$ cat src/rtl/bomb_pkg.sv
// Purpose : shared types and constants for the bomb stage and the round referee.
// Latency : n/a (types, constants and one pure helper function).
// Backpressure: n/a.
package bomb_pkg;

  // Published round result; the renderer and score display decode these codes.
  typedef enum logic [1:0] {
    NOT_OVER  = 2'd0,
    GAME_OVER = 2'd1,   // both players dead: draw
    P1_WIN    = 2'd2,
    P2_WIN    = 2'd3
  } game_status_t;

  typedef enum logic [1:0] {
    PLAY  = 2'd0,
    DYING = 2'd1,
    OVER  = 2'd2
  } ref_state_t;

  // Tile codes written by the bomb stage. Any code >= EXP_H means the tile
  // is burning; the bomb stage reduces that to one explode bit per tile.
  localparam logic [2:0] EMPTY   = 3'd0;
  localparam logic [2:0] WALL    = 3'd1;
  localparam logic [2:0] BOMB    = 3'd2;
  localparam logic [2:0] EXP_H   = 3'd3;
  localparam logic [2:0] EXP_V   = 3'd4;
  localparam logic [2:0] EXP_CEN = 3'd5;

  localparam int GRID_W  = 16;
  localparam int N_TILES = GRID_W * GRID_W;

  // Result frozen on OVER entry. Neither dead cannot occur on that path,
  // but NOT_OVER is the harmless answer if it ever did.
  function automatic game_status_t final_status(input logic p1_dead, input logic p2_dead);
    if (p1_dead && p2_dead) return GAME_OVER;
    if (p2_dead)            return P1_WIN;
    if (p1_dead)            return P2_WIN;
    return NOT_OVER;
  endfunction

endpackage

$ cat src/rtl/game_referee_if.sv
// Purpose : bundle between the bomb stage / bench (master) and the referee (slave).
// Latency : n/a (wiring only).
// Backpressure: none; every signal is sampled or produced once per frame.
//  explode     m->s 256  burning-tile map, tile = row*16+col
//  p1/p2_cor   m->s 8    player tile indices
//  restart     m->s 1    level, honoured only in OVER
//  game_status s->m 2    registered round result
//  p1/p2_lives s->m 2    lives remaining
//  p1/p2_hit   s->m 1    one-cycle pulse after a life is lost
//  p1/p2_blink s->m 1    sprite-hide strobe while invulnerable
interface game_referee_if;
  import bomb_pkg::*;

  logic [N_TILES-1:0] explode;
  logic [7:0]         p1_cor;
  logic [7:0]         p2_cor;
  logic               restart;
  game_status_t       game_status;
  logic [1:0]         p1_lives;
  logic [1:0]         p2_lives;
  logic               p1_hit;
  logic               p2_hit;
  logic               p1_blink;
  logic               p2_blink;

  modport master (
    output explode, p1_cor, p2_cor, restart,
    input  game_status, p1_lives, p2_lives, p1_hit, p2_hit, p1_blink, p2_blink
  );

  modport slave (
    input  explode, p1_cor, p2_cor, restart,
    output game_status, p1_lives, p2_lives, p1_hit, p2_hit, p1_blink, p2_blink
  );

endinterface

$ cat src/rtl/player_health.sv
// Purpose : one player's lives, post-hit invulnerability counter, hit pulse and blink strobe.
// Latency : 1 cycle from a burning tile to lives/hit; blink follows the counter combinationally.
// Backpressure: none; a hit is taken whenever the player is vulnerable and standing in fire.
//  clk, reset  clock, async active-high reset
//  burn        player's tile is burning this cycle
//  enable      round is live (not OVER); when low, no hits and the counter freezes
//  reload      restart the round: lives back to LIVES, counter cleared
//  lives       lives remaining (saturates at 0)
//  hit         one-cycle pulse on the cycle after a life is lost
//  blink       sprite-hide strobe, toggles every 4 cycles while invulnerable
module player_health #(
  parameter int LIVES         = 3,
  parameter int INVULN_CYCLES = 60
) (
  input  logic       clk,
  input  logic       reset,
  input  logic       burn,
  input  logic       enable,
  input  logic       reload,
  output logic [1:0] lives,
  output logic       hit,
  output logic       blink
);

  logic [1:0] r_lives;
  logic [7:0] r_inv_ctr;
  logic       r_hit;
  logic       w_take_hit;

  // lives!=0 makes the decrement saturate; inv_ctr==0 is the invulnerability gate.
  assign w_take_hit = burn && (r_inv_ctr == 8'd0) && (r_lives != 2'd0) && enable;

  always_ff @(posedge clk or posedge reset) begin
    if (reset) begin
      r_lives   <= 2'(LIVES);
      r_inv_ctr <= 8'd0;
      r_hit     <= 1'b0;
    end else if (reload) begin
      r_lives   <= 2'(LIVES);
      r_inv_ctr <= 8'd0;
      r_hit     <= 1'b0;
    end else if (w_take_hit) begin
      r_lives   <= r_lives - 2'd1;
      r_inv_ctr <= 8'(INVULN_CYCLES);
      r_hit     <= 1'b1;
    end else begin
      r_hit <= 1'b0;
      // Counter holds while the round is frozen in OVER.
      if (enable && (r_inv_ctr != 8'd0)) r_inv_ctr <= r_inv_ctr - 8'd1;
    end
  end

  assign lives = r_lives;
  assign hit   = r_hit;
  assign blink = (r_inv_ctr != 8'd0) && r_inv_ctr[2];

endmodule

$ cat src/rtl/game_referee.sv
// Purpose : samples the explode map at both player tiles, tracks damage and runs the round FSM.
// Latency : 1 cycle fire->lives/hit; OVER result appears DEATH_HOLD+1 cycles after a player's lives reach 0.
// Backpressure: none; one evaluation per frame, restart is a level honoured only in OVER.
//  clk    system clock, one cycle per frame
//  reset  asynchronous, active-high; clears all state
//  bus    game_referee_if slave: explode/p1_cor/p2_cor/restart in, status/lives/hit/blink out
module game_referee
  import bomb_pkg::*;
#(
  parameter int LIVES         = 3,
  parameter int INVULN_CYCLES = 60,
  parameter int DEATH_HOLD    = 30
) (
  input  logic           clk,
  input  logic           reset,
  game_referee_if.slave  bus
);

  ref_state_t   r_state;
  logic [7:0]   r_hold_ctr;
  game_status_t r_status;

  logic       w_p1_burn;
  logic       w_p2_burn;
  logic       w_enable;
  logic       w_reload;
  logic [1:0] w_p1_lives;
  logic [1:0] w_p2_lives;

  // 256:1 muxes; the two players are evaluated independently, even on the same tile.
  assign w_p1_burn = bus.explode[bus.p1_cor];
  assign w_p2_burn = bus.explode[bus.p2_cor];

  // Hits stay live through DYING so the survivor can still be caught.
  assign w_enable = (r_state != OVER);
  assign w_reload = (r_state == OVER) && bus.restart;

  player_health #(
    .LIVES         (LIVES),
    .INVULN_CYCLES (INVULN_CYCLES)
  ) u_p1 (
    .clk    (clk),
    .reset  (reset),
    .burn   (w_p1_burn),
    .enable (w_enable),
    .reload (w_reload),
    .lives  (w_p1_lives),
    .hit    (bus.p1_hit),
    .blink  (bus.p1_blink)
  );

  player_health #(
    .LIVES         (LIVES),
    .INVULN_CYCLES (INVULN_CYCLES)
  ) u_p2 (
    .clk    (clk),
    .reset  (reset),
    .burn   (w_p2_burn),
    .enable (w_enable),
    .reload (w_reload),
    .lives  (w_p2_lives),
    .hit    (bus.p2_hit),
    .blink  (bus.p2_blink)
  );

  // Death is detected on the registered lives, so DYING starts the cycle after the fatal hit.
  always_ff @(posedge clk or posedge reset) begin
    if (reset) begin
      r_state    <= PLAY;
      r_hold_ctr <= 8'd0;
      r_status   <= NOT_OVER;
    end else begin
      case (r_state)
        PLAY: begin
          if ((w_p1_lives == 2'd0) || (w_p2_lives == 2'd0)) begin
            r_state    <= DYING;
            r_hold_ctr <= 8'(DEATH_HOLD - 1);
          end
        end
        DYING: begin
          if (r_hold_ctr == 8'd0) begin
            r_state  <= OVER;
            r_status <= final_status(w_p1_lives == 2'd0, w_p2_lives == 2'd0);
          end else begin
            r_hold_ctr <= r_hold_ctr - 8'd1;
          end
        end
        OVER: begin
          if (bus.restart) begin
            r_state  <= PLAY;
            r_status <= NOT_OVER;
          end
        end
        default: begin
          r_state  <= PLAY;
          r_status <= NOT_OVER;
        end
      endcase
    end
  end

  assign bus.game_status = r_status;
  assign bus.p1_lives    = w_p1_lives;
  assign bus.p2_lives    = w_p2_lives;

endmodule
$ cat src/flat_wrapper.sv
// flat-port wrapper written by rule: the top's interface ports become plain ports
module game_referee_flat import bomb_pkg::*;
#(
  parameter int LIVES         = 3,
  parameter int INVULN_CYCLES = 60,
  parameter int DEATH_HOLD    = 30
)
  (clk, reset, bus_explode, bus_p1_cor, bus_p2_cor, bus_restart, bus_game_status, bus_p1_lives, bus_p2_lives, bus_p1_hit, bus_p2_hit, bus_p1_blink, bus_p2_blink);
  game_referee_if bus_i ();
  input  logic clk;
  input  logic reset;
  input wire logic [$bits(bus_i.explode)-1:0] bus_explode;
  input wire logic [$bits(bus_i.p1_cor)-1:0] bus_p1_cor;
  input wire logic [$bits(bus_i.p2_cor)-1:0] bus_p2_cor;
  input wire logic [$bits(bus_i.restart)-1:0] bus_restart;
  output wire logic [$bits(bus_i.game_status)-1:0] bus_game_status;
  output wire logic [$bits(bus_i.p1_lives)-1:0] bus_p1_lives;
  output wire logic [$bits(bus_i.p2_lives)-1:0] bus_p2_lives;
  output wire logic [$bits(bus_i.p1_hit)-1:0] bus_p1_hit;
  output wire logic [$bits(bus_i.p2_hit)-1:0] bus_p2_hit;
  output wire logic [$bits(bus_i.p1_blink)-1:0] bus_p1_blink;
  output wire logic [$bits(bus_i.p2_blink)-1:0] bus_p2_blink;
  assign bus_i.explode = bus_explode;
  assign bus_i.p1_cor = bus_p1_cor;
  assign bus_i.p2_cor = bus_p2_cor;
  assign bus_i.restart = bus_restart;
  assign bus_game_status = bus_i.game_status;
  assign bus_p1_lives = bus_i.p1_lives;
  assign bus_p2_lives = bus_i.p2_lives;
  assign bus_p1_hit = bus_i.p1_hit;
  assign bus_p2_hit = bus_i.p2_hit;
  assign bus_p1_blink = bus_i.p1_blink;
  assign bus_p2_blink = bus_i.p2_blink;
  game_referee #(.LIVES(LIVES), .INVULN_CYCLES(INVULN_CYCLES), .DEATH_HOLD(DEATH_HOLD)) u_core (.clk(clk), .reset(reset), .bus(bus_i));
endmodule
$ cat config.mk
export PLATFORM = sky130hd
export DESIGN_NAME = game_referee_flat
export DESIGN_NICKNAME = d
export VERILOG_FILES = /design/src/rtl/bomb_pkg.sv /design/src/rtl/game_referee_if.sv /design/src/rtl/player_health.sv /design/src/rtl/game_referee.sv /design/src/flat_wrapper.sv
export SDC_FILE = /design/constraint.sdc
export NUM_CORES = 1
export LEC_CHECK = 0
export CAP_MARGIN = 15
export CORE_MARGIN = 5
export CORE_UTILIZATION = 43
export DETAILED_ROUTE_END_ITERATION = 7
export GPL_ROUTABILITY_DRIVEN = 0
export PLACE_DENSITY = 0.91
export SLEW_MARGIN = 20
export SYNTH_ARGS = -nofsm -noshare
export SYNTH_HDL_FRONTEND = slang
export SYNTH_SLANG_ARGS = --single-unit
$ cat constraint.sdc
create_clock -name clk -period 2.74 [get_ports clk]
set_input_delay 0.685 -clock clk [delete_from_list [all_inputs] [get_ports clk]]
set_output_delay 0.685 -clock clk [all_outputs]
set_load 0.01 [all_outputs]
# Word level (Yosys, flattened, before mapping)
# Cells that the tools add are included.
# op_classes
addsub	5
magnitude_cmp	2
n_eq_ne	7
muxes	45
n_bitwise	1
n_reduce_logical	31
# ops
cell	count
two-way mux 8 bit	8
two-way mux 2 bit	14
zero test 8 bit	3
subtractor 8 x 1 -> 8 bit (second input constant)	3
< comparator 8 x 9 -> 1 bit (second input constant)	2
two-way mux 1 bit	18
binary-select mux 1 bit (select 8 bit)	2
one-hot mux 8 bit (2 select lines)	1
nonzero test 8 bit	2
logical AND 1 bit	12
one-hot mux 2 bit (3 select lines)	2
nonzero test 2 bit	5
AND reduction 3 bit	3
zero test 2 bit	3
!= test 2 bit (second input constant)	3
nonzero test 3 bit	2
!= test 2 x 1 -> 1 bit (second input constant)	2
subtractor 2 x 1 -> 2 bit (second input constant)	2
== test 2 x 1 -> 1 bit (second input constant)	1
== test 2 bit (second input constant)	1
logical OR 1 bit	1
NOT 1 bit	1
# totals
regBits	34
in_bits	275
elab_cells	100

# Logic depth before layout (Yosys ltp)
# depth
depth_word	17
mapped_depth	12

# By module
# From an unflattened synthesis, not the netlist that was laid out.
# unflattened
hier_cells	593
area_unflattened_um2	6216.0
# by_module_without_submodules
module	n_inst	cells_each	area_each_um2
game_referee	1	459	4852.2
player_health	2	67	681.9

# Worst setup path before layout
# Ideal clock, no wire load.
# synth_timing
path_kind	input port to flip-flop
startpoint	input port bus_p1_cor[1]
endpoint	register u_core.u_p1.r_inv_ctr[1]
setup_ns	0.087
arrival_ns	2.881
t_required_ns	2.653
path_slack_ns	-0.227
stages	11
path_cell_list	buf_2 > buf_4 > clkbuf_1 > mux4_2 > a22oi_1 > a21oi_1 > or2_2 > o32ai_2 > a221oi_4 > or2_4 > a211oi_2
# synth_via
elab_chain_len	7
# synth_lines
element	line_no	text
start, declared	flat_wrapper.sv:13	input wire logic [$bits(bus_i.p1_cor)-1:0] bus_p1_cor;
binary-select mux 1 bit (select 8 bit) (*)	game_referee.sv:31	assign w_p1_burn = bus.explode[bus.p1_cor];
two-way mux 1 bit (implied by the code) (*)	game_referee.sv:31	
logical AND 1 bit (*) (3 in a row)	player_health.sv:31	assign w_take_hit = burn && (r_inv_ctr == 8'd0) && (r_lives != 2'd0) && enable;
two-way mux 8 bit	player_health.sv:42	end else if (w_take_hit) begin
two-way mux 8 bit	player_health.sv:38	end else if (reload) begin
end signal, assigned	player_health.sv:44	r_inv_ctr <= 8'(INVULN_CYCLES);
end signal, assigned	player_health.sv:49	if (enable && (r_inv_ctr != 8'd0)) r_inv_ctr <= r_inv_ctr - 8'd1;
end, declared	player_health.sv:26	logic [7:0] r_inv_ctr;
# Every way passes the cells marked *; elsewhere a longest branch is shown, timed or not. The select of a mux whose other input is x is not followed.
# A chain may end at the register's enable or synchronous reset.

# Final worst setup path
# layout_timing
startpoint	input port bus_explode[20]
endpoint	register u_core.u_p2.r_inv_ctr[2]
# layout_via
elab_chain_len	7
# layout_lines
element	line_no	text
start, declared	flat_wrapper.sv:12	input wire logic [$bits(bus_i.explode)-1:0] bus_explode;
binary-select mux 1 bit (select 8 bit) (*)	game_referee.sv:32	assign w_p2_burn = bus.explode[bus.p2_cor];
two-way mux 1 bit (implied by the code) (*)	game_referee.sv:32	
logical AND 1 bit (*) (3 in a row)	player_health.sv:31	
two-way mux 8 bit	player_health.sv:42	
two-way mux 8 bit	player_health.sv:38	
end signal, assigned	player_health.sv:44	
end signal, assigned	player_health.sv:49	
end, declared	player_health.sv:26	
# Marks and branches as above.

==> run metrics <==
Congestion Overflow GR=0; area delta synth->final=78.0%; dominant cells by area after synthesis=mux4_2 36%, dfrtp_1 12%, mux2i_1 11%; number of hold buffers added after CTS=0; number of warnings issued by yosys=0; die height=130 µm; number of stages on the worst hold path=1; CP Launch Type=primary input; total clock sinks=34; combined global-route utilization of all metal layers=36.0%; metal1 wirelength=11000 µm; most common cell after layout, fill and taps aside=clkdlybuf4s50_1; placement row count=44; first-pass GRT wire length=46500 µm; Net count, final=1253; final setup vio count=21; routed vias=8637; count of maximum capacitance violations=0; aggregate routed wire length=39100 µm; number of synthesized flops with an enable pin=0; total count of hold-check failures in the final report=0; starting utilization of the core area=43.4%; failing checks=DRC, setup timing; crit path capture type=register; worst endpoint data arrival time=3.49 ns; endpoint of the most critical register-to-register path=u_core.u_p1.lives[0]; launch point of the worst reg-to-reg path=u_core.u_p1.r_inv_ctr[4]; Setup Skew=0.00576 ns; startpoint of the lowest-slack hold path=u_core.r_hold_ctr[0]; fin worst setup slack=-0.578 ns; area of the mapped netlist=0.00623 mm²; final max-slew violation count=0; total core area=0.0144 mm²; final core utilization=77.2%; total of flip-flops plus latches after synthesis=34; worst IR drop on VDD=322 µV; cells after synthesis=590; maximum clock path buffer count=2; wire length on met3=6620 µm; shortest clock period the worst path allows after layout=3.32 ns; number of global-route vias before repair=8335; unrepaired setup endpoints after global routing=yes; number of levels in the clock H-tree=2; dominant register cell in the synthesized netlist=dfrtp_1; period utilisation layout=121%; number of nets with antenna violations after routing=0; Worst Hold Endpoint=u_core.r_hold_ctr[0]; syn nets=874; Max Freq=301 MHz; vias per inst=7.45; final instance area=0.0111 mm²; clock latency of the later-clocked register in the worst-skew pair=0.28 ns; share of layout cells above drive strength 1=36.3%; type of the worst setup path=in -> reg; number of port buffers=284; result of the run=finished, violations left; commonest cells after routing, fill and taps aside=174 x clkdlybuf4s50_1, 113 x buf_4, 100 x mux4_2, 64 x mux2i_1, 44 x dlygate4sd2_1; antenna violations before repair=6; met2 wire len=16900 µm; Root Buffer Master=clkbuf_16; r2r setup slk=-0.10 ns; Leakage Power=4.70 nW; die area=0.0170 mm²; Starting DRT DRC Count=1768; highest metal used=met4; Rel. slew slack=49.5%; DRC=33; Worst Hold Class=reg -> reg; Horiz. Die Dim=130 µm; async set-or-reset flop fraction in the synthesized netlist=100%; Post-Route Hold Slack=0.474 ns; actual slew at the worst max-slew pin=0.755 ns; clk slew on worst S/H paths=0.06 ns; WL per Instance=33.7 µm; PD cells=395 mW/mm²; per-instance average area after synthesis=10.6 µm²; area after detailed placement=0.00997 mm²; total CTS buffers=5; synth unique cells=67; top cell type by total area after synthesis=mux4_2; worst-path fanout max=5; sequential element share of the synthesized area=13.7%; Worst EP required=2.91 ns; reg2reg path depth=8; clock tree from TritonCTS=yes; Worst Setup Slack post-DPL=-0.773 ns; maximum number of pins on one net before global-route repair=35; number of optimization iterations in the first detailed-route pass=8; top cell type's share of synthesized area=36.1%; final HPWL from detailed placement=25200 µm; IO Pins=285
[area by class of cell]
cell class,instances,area (µm²)
clock buffers,5,125
repair buffers,421,4180
fillers,775,3280
inverters,19,71.3
well taps,184,230
diodes,6,15.0
flip-flops and latches,34,856
clock inverters,3,68.8
multi-input cells,488,5550
[how the worst max path moves through the flow]
stage / slack (ns) / depth (start not counted) / end / startpoint
finish: -0.58 / 9 / u_core.u_p2.r_inv_ctr[2] / bus_explode[20]
global route: -0.48 / 9 / u_core.u_p2.r_inv_ctr[2] / bus_explode[21]
CTS: -0.15 / 9 / u_core.u_p1.r_inv_ctr[1] / bus_p1_cor[4]
detailed placement: -0.77 / 11 / u_core.u_p2.r_inv_ctr[1] / bus_p2_cor[4]
global placement: -0.74 / 12 / u_core.u_p2.lives[0] / bus_p2_cor[4]
floorplan: -0.06 / 9 / u_core.u_p1.r_inv_ctr[1] / bus_p1_cor[4]
[worst max-delay path: stages]
cell	delay, ns
clkdlybuf4s50_1	0.46
mux2i_1	0.44
o221ai_1	0.45
o22ai_1	0.44
o21ai_1	0.16
a21oi_2	0.25
o22ai_4	0.14
or2_1	0.24
a32o_1	0.21
[report_power, final]
part | total (mW) | internal (mW) | switching [mW]
Combinational | 2.65 | 1.35 | 1.30
Clock | 0.750 | 0.523 | 0.227
Sequential | 0.985 | 0.738 | 0.247
Total | 4.38 | 2.61 | 1.77
[routing by layer]
layer  up-vias  global-route usage [%]
li1       3215                       -
met1      3915                    41.3
met2      1089                    59.7
met3       418                    9.92
met4         0                    22.3
met5         -                       0
[cells in the mapped netlist (all sizes together), types with 2 or more instances]
cell type	number
a211oi	4
clkbuf	15
and3	3
and2	5
inv	17
xor2	5
clkinv	2
or4	3
dfrtp	30
a221oi	3
a2111oi	5
mux2i	66
or3	4
a22oi	18
xnor2	8
o2111ai	2
o21ai	12
a21oi	21
nand3b	5
nand2b	8
o211ai	2
a31oi	3
nor4	8
nand3	17
dfstp	4
or2	6
nand2	32
a211o	2
or3b	4
nand4	6
o221ai	15
nor2b	17
nor3	14
a221o	2
buf	34
a22o	9
ha	9
mux4	100
nor2	34
nor4b	5
o22ai	17
o21bai	2
[cells by family (layout without fill, tap and decap cells)]
logic type / count (synthesis) / in the layout / share of synthesized area [%]
flip-flops: 34 / 34 / 13.7
buffers and inverters: 68 / 448 / 5.78
AND/OR/NAND/NOR: 171 / 171 / 14.5
other: 0 / 6 / 0
multiplexers: 167 / 167 / 46.9
XOR/XNOR: 13 / 13 / 1.83
AO/OA/AOI/OAI: 128 / 128 / 15.4
adder cells (fa/ha/maj): 9 / 9 / 1.81
[flip-flops by register name, indices dropped and copies added, names as in the netlist]
signal / flops
u_core.u_p1.hit: 1
u_core.r_state: 2
u_core.u_p2.lives: 2
u_core.u_p1.r_inv_ctr: 8
u_core.bus.game_status: 2
u_core.u_p1.lives: 2
u_core.u_p2.hit: 1
u_core.u_p2.r_inv_ctr: 8
u_core.r_hold_ctr: 8
[through the flow]
stage                     instances  TNS [ns]  power [mW]
after floorplan                 590    -0.188        2.17
after detailed placement       1118    -14.36        3.20
after CTS                      1137    -0.625        4.00
after global routing           1160     -6.27        4.53
final                          1160     -6.32        4.38
after global placement         1118    -13.30        3.10
[timing repair]
action | in CTS | in global routing
gates resized for setup | 152 | 123
setup buffers | 11 | 16
cloned | 2 | 3
pin swaps | 30 | 39
endpoints found under the setup margin | 22 | 21
Power figures use the tool's default switching activity.
